[config.mk]
export PLATFORM = sky130hd
export DESIGN_NAME = sregfile_wb_arbiter
export DESIGN_NICKNAME = d
export VERILOG_FILES = /design/src/rtl/sregfile_wb_arbiter.sv
export SDC_FILE = /design/constraint.sdc
export NUM_CORES = 1
export LEC_CHECK = 0
export CORE_AREA = 2 2 88 90
export DETAILED_ROUTE_END_ITERATION = 10
export DIE_AREA = 0 0 90 92
export GPL_TIMING_DRIVEN = 1
export HOLD_SLACK_MARGIN = 0.12
export PLACE_DENSITY = 0.66
export SLEW_MARGIN = 30
export SYNTH_ARGS = -nofsm -noshare
export SYNTH_HDL_FRONTEND = slang
export SYNTH_SLANG_ARGS = --single-unit
export TNS_END_PERCENT = 1
[constraint.sdc]
create_clock -name clk -period 2.2 [get_ports clk]
set_clock_uncertainty 0.2 [all_clocks]
set_input_delay 0.55 -clock clk [delete_from_list [all_inputs] [get_ports clk]]
set_output_delay 0.55 -clock clk [all_outputs]
set_load 0.01 [all_outputs]
[src/rtl/sregfile_wb_arbiter.sv]
// Write-back arbiter for the scalar register file write port.
// Picks ALU or LSU each cycle, with an anti-starvation bias toward the ALU.
module sregfile_wb_arbiter #(
  parameter int unsigned DATA_WIDTH = 32,
  parameter int unsigned MAX_WAIT   = 4
) (
  input  logic                  clk,
  input  logic                  rst_n,
  input  logic                  alu_valid_i,
  output logic                  alu_ready_o,
  input  logic [4:0]            alu_rd_addr_i,
  input  logic [DATA_WIDTH-1:0] alu_rd_data_i,
  input  logic                  lsu_valid_i,
  output logic                  lsu_ready_o,
  input  logic [4:0]            lsu_rd_addr_i,
  input  logic [DATA_WIDTH-1:0] lsu_rd_data_i,
  output logic [4:0]            rd_addr_o,
  output logic [DATA_WIDTH-1:0] rd_data_o,
  output logic                  reg_write_en_o,
  output logic                  wb_src_o
);

  localparam int unsigned ADDR_W = 5;
  localparam int unsigned CNT_W  = 4;

  typedef enum logic {
    PRIO_LSU = 1'b0,
    PRIO_ALU = 1'b1
  } state_e;

  state_e                r_state;
  state_e                w_state_nxt;
  logic [CNT_W-1:0]      r_wait_cnt;
  logic [CNT_W-1:0]      w_wait_cnt_nxt;
  logic                  w_alu_grant;
  logic                  w_lsu_grant;
  logic [ADDR_W-1:0]     w_sel_addr;
  logic [DATA_WIDTH-1:0] w_sel_data;

  logic [ADDR_W-1:0]     r_rd_addr;
  logic [DATA_WIDTH-1:0] r_rd_data;
  logic                  r_we;
  logic                  r_src;

  // State register
  always_ff @(posedge clk or negedge rst_n) begin
    if (!rst_n) begin
      r_state    <= PRIO_LSU;
      r_wait_cnt <= '0;
    end else begin
      r_state    <= w_state_nxt;
      r_wait_cnt <= w_wait_cnt_nxt;
    end
  end

  // Next state: an ALU grant resets the bias; each ALU denial counts toward forcing it
  always_comb begin
    w_state_nxt    = r_state;
    w_wait_cnt_nxt = r_wait_cnt;
    if (w_alu_grant) begin
      w_state_nxt    = PRIO_LSU;
      w_wait_cnt_nxt = '0;
    end else if (alu_valid_i) begin
      if (r_wait_cnt == CNT_W'(MAX_WAIT - 1)) begin
        w_state_nxt    = PRIO_ALU;
        w_wait_cnt_nxt = '0;
      end else begin
        w_wait_cnt_nxt = r_wait_cnt + CNT_W'(1);
      end
    end
  end

  // Grant decode; readies stay low while reset is asserted
  always_comb begin
    w_alu_grant = 1'b0;
    w_lsu_grant = 1'b0;
    if (rst_n) begin
      if (alu_valid_i && (!lsu_valid_i || (r_state == PRIO_ALU))) begin
        w_alu_grant = 1'b1;
      end else if (lsu_valid_i) begin
        w_lsu_grant = 1'b1;
      end
    end
  end

  assign alu_ready_o = w_alu_grant;
  assign lsu_ready_o = w_lsu_grant;
  assign w_sel_addr  = w_alu_grant ? alu_rd_addr_i : lsu_rd_addr_i;
  assign w_sel_data  = w_alu_grant ? alu_rd_data_i : lsu_rd_data_i;

  // Write-port register: x0 updates addr/data but never strobes
  always_ff @(posedge clk or negedge rst_n) begin
    if (!rst_n) begin
      r_rd_addr <= '0;
      r_rd_data <= '0;
      r_we      <= 1'b0;
      r_src     <= 1'b0;
    end else begin
      r_we <= 1'b0;
      if (w_alu_grant || w_lsu_grant) begin
        r_rd_addr <= w_sel_addr;
        r_rd_data <= w_sel_data;
        r_we      <= (w_sel_addr != '0);
        r_src     <= w_lsu_grant;
      end
    end
  end

  assign rd_addr_o      = r_rd_addr;
  assign rd_data_o      = r_rd_data;
  assign reg_write_en_o = r_we;
  assign wb_src_o       = r_src;

endmodule

==> results.toml, run 1 <==
[outcome]
outcome = "finished clean"

[logic_synthesis]
netlist-cell-type-count = 30
yosysSeqAreaShare_pct = 51.1
yosys_reg_bits = 44
yosys-top-cells-area = "dfrtp_1, o32a_1, o21a_1, o2111ai_1, a31oi_1"
syn_area_per_cell_um2 = 11.2
post_synth_instance_area_um2 = 2150
post_synth_inst_count = 192
synth.net_count = 271
leading_area_contributor_after_synthesis = "dfrtp_1"
portion_of_synthesized_cell_area_occupied_by_the_leading_cell_type_pct = 51.1
ys_warn_count = 0

[sta]
relSlewSlack_pct = 65.7
setup_tns_ns = 0
finalHoldViolCount = 0
slew_viol_final = 0
slew_of_the_pin_with_the_lowest_slew_margin_ns = 0.514
final.min_clock_period_ns = 2.15
final.period_utilization_pct = 97.7
max_freq_mhz = 465
setup_violations = 0
holdWs_ns = 0.203
unrepaired_setup_endpoints_after_global_routing = "yes"

[final_layout]
insertedDiodeCount = 0
drive_above_1_share_pct = 10.4
area_added_between_synthesis_and_finish_pct = 66.6
layout.nets = 395

[worst_setup_path]
start_kind = "primary input"
path_class = "in -> out"
worstPathMaxFanout = 3
worst_setup_path_end_kind = "primary output"
timing.critical_path.arrival_ns = 1.40
critPathRequiredTime_ns = 1.45

[pwr]
power_density_nw_per_um2 = 735
power.ir.vdd_worst_uv = 265
cellLeakagePower_nw = 1.36

[routing]
route.detailed.wl_per_inst_um = 15.5
num_vias = 2102
wirelength_um = 6520
route.detailed.drc = 0
first_iter_violations = 84
drt_pass1_iterations = 4
post_drt_via_cell_ratio = 5.02
postRouteAntennaNets = 0

[cts]
cts_tree = "done"
num_clock_sinks = 44
cts_inserted_buffers = 5
clockRootBuffer = "clkbuf_8"
ctsHtreeMaxLevel = 2
clkLatencyLatePin_ns = 0.29
clk_pin_slew_ns = 0.09
ctsLongestPathBuffers = 2

[grt]
grt_first_pass_wirelength_um = 10900
pin_count_of_the_biggest_net_entering_global_routing = 49
grt_remaining_overflow = 0
grt_usage_pct = 16.3
via_count_of_the_first_global_routing_pass = 2212
number_of_antenna_violations_at_the_first_check_in_global_routing = 0

[placed_design]
dp.final_hpwl_um = 4450
placement.io_buffers = 118
gp_routability_congestion = 0.867

[floorplan]
die_w_um = 90
floorplan.die.height_um = 92
dieArea_um2 = 8280
core_area_um2 = 7450
starting_density_pct = 28.9
num_rows = 32
boundary_pin_count = 119

[worst_hold_path]
hp-class = "in -> async"

[flow_run]
cap_viol_max_count = 0
==> through the flow <==
stage | std cells | power, mW | util, % | setup slack, ns | instance area (µm²)
global route | 419 | 2.82 | 48.2 | -0.00136 | 3590
floorplan | 192 | 1.51 | - | 0.127 | 2150
global placement | 408 | 2.02 | 46.3 | -0.617 | 3450
detailed placement | 408 | 2.03 | 46.3 | -0.642 | 3450
CTS | 419 | 2.68 | 48.1 | 0.00781 | 3580
finish | 419 | 2.64 | 48.2 | 0.0511 | 3590
==> repair_timing <==
| item | in CTS | in global routing |
|---|---|---|
| endpoints found under the setup margin | 2 | 2 |
| gates resized for setup | 13 | 2 |
| hold endpoints to repair | 12 | 0 |
| pin swaps | 2 | 2 |
| hold buffers | 1 | 0 |
| buffers inserted | 2 | 0 |
==> critical path, stage by stage <==
cell           delay [ns]
dlygate4sd2_1        0.24
and2b_1              0.19
buf_6                0.12
o21ai_4              0.13
inv_2                0.04
buf_4                0.14
==> final timing paths <==
path	startpoint	to	slack, ns	cells after the start
worst max-delay path	lsu_valid_i	lsu_ready_o	0.05	6
worst min-delay path	rst_n	rd_addr_o[4]	0.20	2
worst max register to register	r_state	r_wait_cnt[3]	0.46	5
worst min register to register	wb_src_o	wb_src_o	0.30	1
max in group asynchronous	rst_n	rd_data_o[22]	1.02	3
min in group clk	wb_src_o	wb_src_o	0.30	1
==> state kept, by name, summed over array words and instances, names as in the netlist <==
register,cells
r_state,1
rd_addr_o,5
reg_write_en_o,1
rd_data_o,32
r_wait_cnt,4
wb_src_o,1
==> Yosys cell counts <==
cell type and instances:
nand4_1 1, nor2_1 14, or4_1 2, o32ai_1 1
inv_1 4, a31oi_1 10, and2b_1 1, o31ai_1 1
ha_1 1, nor2b_1 1, nor3b_1 1, buf_6 3
dfrtp_1 44, buf_4 7, o21a_1 29, o22ai_1 1
nand3_1 1, clkbuf_1 4, or2_1 1, o21ai_2 1
o2111ai_1 11, inv_2 2, o21ai_1 11, buf_2 6
nand2_1 3, o311ai_1 1, nand2_4 1, a21oi_1 1
mux2i_1 1, o32a_1 27
==> power by group <==
group	switching, mW	internal, mW	total [mW]
Combinational	0.407	0.557	0.964
Clock	0.276	0.337	0.613
Sequential	0.0976	0.961	1.06
==> layer usage <==
layer,up-vias,routed length [µm],global-route usage (%)
met4,0,32,3.21
met1,1004,2810,19.8
met3,5,617,6.16
li1,999,-,-
met5,-,0,0
met2,94,3060,27.8
==> cell type report <==
class / instances / area [µm²]
flip-flops and latches: 44 / 1100
clock buffers: 6 / 72.6
repair buffers: 137 / 1320
inverters: 6 / 22.5
fillers: 734 / 3860
well taps: 102 / 128
multi-input cells: 122 / 907
clock inverters: 2 / 35.0
==> layout by cell type, fill, tap and decap left out, types with 2 or more instances in the layout <==
cell,instances
clkdlybuf4s50_1,113
dfrtp_1,44
o21a_1,28
o32a_1,27
buf_4,18
nor2_1,14
o2111ai_1,11
o21ai_1,11
a31oi_1,10
clkbuf_8,5
inv_1,4
nand2_1,3
inv_2,2
or4_1,2
buf_6,2
==> cells by family (layout without fill, tap and decap cells) <==
logic type / count (synthesis) / in the layout / share of synthesized area (%)
AOI/OAI and AO/OA: 94 / 94 / 34.7
and+or+nand+nor: 26 / 26 / 5.99
adders and majority gates: 1 / 1 / 0.581
muxes: 1 / 1 / 0.465
DFF: 44 / 44 / 51.1
buffers and inverters: 26 / 151 / 7.15
Power figures use the tool's default switching activity.
==> run 2: changes to the inputs <==
--- a/config.mk
+++ b/config.mk
@@ -10,7 +10,8 @@
 export DIE_AREA = 0 0 90 92
 export GPL_TIMING_DRIVEN = 1
 export HOLD_SLACK_MARGIN = 0.12
-export PLACE_DENSITY = 0.66
+export PLACE_DENSITY = 0.76
+export REMOVE_ABC_BUFFERS = 1
 export SLEW_MARGIN = 30
 export SYNTH_ARGS = -nofsm -noshare
 export SYNTH_HDL_FRONTEND = slang
==> constraint.sdc (replaced) <==
create_clock -name clk -period 2.7 [get_ports clk]
set_clock_uncertainty 0.2 [all_clocks]
set_input_delay 0.675 -clock clk [delete_from_list [all_inputs] [get_ports clk]]
set_output_delay 0.675 -clock clk [all_outputs]
set_load 0.01 [all_outputs]
==> run 2 against run 1 <==
  * Die area unchanged
  * Combinational power decreased by 19%
  * Largest power group unchanged
  * Critical path depth unchanged
  * Routed wire length decreased by 0.29%
  * Non-clock buffer count decreased by 3
  * Cell count decreased by 0.72%
  * Clock-buffer cell count unchanged
  * Sequential share of layout area increased by 0.32 points
  * Utilization decreased by 0.50 points
  * Critical endpoint unchanged
  * Global-route usage decreased by 1.1 points
==> results.toml, run 2 (synthesis results as in run 1) <==
[sta]
max_freq_mhz = 384
relSlewSlack_pct = 66.6
final.period_utilization_pct = 96.6
slew_of_the_pin_with_the_lowest_slew_margin_ns = 0.501
holdWs_ns = 0.234
unrepaired_setup_endpoints_after_global_routing = "no"
finalHoldViolCount = 0
final.min_clock_period_ns = 2.61
slew_viol_final = 0
final.setup.worst_slack_ns = 0.0931
setup_violations = 0

[worst_setup_path]
start_kind = "primary input"
worst_path_dominant_cell_family = "buffers and inverters"
critical_path.reg2reg.startpoint = "r_state"
largest_incremental_delay_on_the_critical_path_ns = 0.28
critical_path.most_common_cell = "dlygate4sd2_1"
worst_r2r_endpoint = "r_wait_cnt[3]"
worstPathMaxFanout = 3
critPathRequiredTime_ns = 1.82
worst_path_max_delay_cell = "dlygate4sd2_1"
crit_chain = "dlygate4sd2_1 -> and2b_2 -> buf_4 -> o21ai_2 -> inv_2 -> dlygate4sd2_1"
worst_setup_path_end_kind = "primary output"
worst_r2r_path_depth = 5
timing.critical_path.buf_inv = 4
reg2reg_setup_slack_ns = 0.99
timing.critical_path.arrival_ns = 1.73
path_class = "in -> out"

[cts]
clk_pin_slew_ns = 0.09
ctsHtreeMaxLevel = 2
clkLatencyLatePin_ns = 0.28
clockRootBuffer = "clkbuf_8"
cts_tree = "done"
ctsLongestPathBuffers = 2
cts_inserted_buffers = 5
num_clock_sinks = 44

[floorplan]
boundary_pin_count = 119
die_w_um = 90
core_area_um2 = 7450
num_rows = 32
dieArea_um2 = 8280
starting_density_pct = 28.9
floorplan.die.height_um = 92

[grt]
globalRouteMet1Util_pct = 18.6
grt_remaining_overflow = 0
number_of_antenna_violations_at_the_first_check_in_global_routing = 1
pin_count_of_the_biggest_net_entering_global_routing = 49
grt_usage_pct = 15.2
met3_resource_use_gr_pct = 5.51
grt_use_met2_pct = 24.9
via_count_of_the_first_global_routing_pass = 2255
gr-max-usage-layer = "met2"
grt_first_pass_wirelength_um = 10300

[routing]
first_iter_violations = 116
wirelength_um = 6500
postRouteAntennaNets = 0
num_vias = 2117
drt_pass1_iterations = 5
post_drt_via_cell_ratio = 5.09
route.detailed.wl_per_inst_um = 15.6
route.detailed.drc = 0

[placed_design]
detailedPlace.worstSlack_ns = -0.340
gp_routability_congestion = 0.781
placement.io_buffers = 118
dp.final_hpwl_um = 4620

[outcome]
outcome = "finished clean"

[final_layout]
number_of_flip_flops_under_the_largest_register_name = 32
layout.cells.most_common_list = "clkdlybuf4s50_1, dfrtp_1, o21a_1, o32a_1, buf_4"
area_added_between_synthesis_and_finish_pct = 64.9
most_common_cell_after_layout_fill_and_taps_aside = "clkdlybuf4s50_1"
drive_above_1_share_pct = 9.55
insertedDiodeCount = 0
layout.nets = 392

[worst_hold_path]
hp-class = "in -> async"

[flow_run]
cap_viol_max_count = 0

[pwr]
power.ir.vdd_worst_uv = 329
finalPower_mw = 2.14
power_density_nw_per_um2 = 603
cellLeakagePower_nw = 1.35
-- run 2: changes by cell type in the layout (fill, tap and decap cells not counted) --
cell             previous run  this run
clkdlybuf4s15_1             1         0
o21ai_2                     0         1
dlygate4sd3_1               1         0
dlygate4sd2_1               1         4
buf_4                      18        16
buf_6                       2         0
and2b_2                     0         1
and2b_1                     1         0
o21ai_4                     1         0
-- run 2: worst max-delay path by stage --
stage | startpoint | end | slack, ns | cells after the start
floorplan | lsu_valid_i | lsu_ready_o | -0.38 | 3
global placement | lsu_valid_i | alu_ready_o | -0.34 | 5
detailed placement | lsu_valid_i | alu_ready_o | -0.34 | 5
CTS | lsu_valid_i | lsu_ready_o | 0.08 | 6
global route | lsu_valid_i | lsu_ready_o | 0.05 | 6
finish | lsu_valid_i | lsu_ready_o | 0.09 | 6
-- run 2: what timing repair did --
action,in CTS,in global routing
hold buffers,0,0
setup endpoints to repair,2,0
buffers inserted,1,0
gates resized for setup,5,0
-- run 2: layout make-up --
| type | instances | area [µm²] |
|---|---|---|
| sequential | 44 | 1100 |
| fill | 700 | 3900 |
| multi-input combinational | 122 | 901 |
| inverter | 6 | 22.5 |
| clock inverter | 2 | 35.0 |
| tap | 102 | 128 |
| timing repair buffer | 134 | 1290 |
| clock buffer | 6 | 72.6 |
-- run 2: power breakdown --
group          internal (mW)  switching (mW)
sequential             0.783          0.0809
clock                  0.275           0.225
combinational          0.447           0.332
total                   1.51           0.637
-- run 2: worst reg2reg max path: stages (launching register included) --
cell and delay [ns]:
dfrtp_1 0.38, and2b_2 0.23, buf_4 0.11, buf_4 0.28
o21ai_1 0.14, o32ai_1 0.28
-- run 2: metal layers --
| layer | vias up | part of all wire [%] |
|---|---|---|
| li1 | 997 | - |
| met4 | 2 | 1.1 |
| met2 | 84 | 48 |
| met1 | 1024 | 43 |
| met3 | 10 | 8.0 |
| met5 | - | 0.20 |
-- run 2: metrics by stage --
| step | setup TNS [ns] | instance area, µm² | std cells | utilization, % |
|---|---|---|---|---|
| after floorplan | -0.379 | 2020 | 172 | - |
| after global placement | -0.648 | 3440 | 407 | 46.2 |
| after detailed placement | -0.648 | 3440 | 407 | 46.2 |
| after CTS | 0 | 3550 | 416 | 47.7 |
| after global routing | 0 | 3550 | 416 | 47.7 |
| final | 0 | 3550 | 416 | 47.7 |
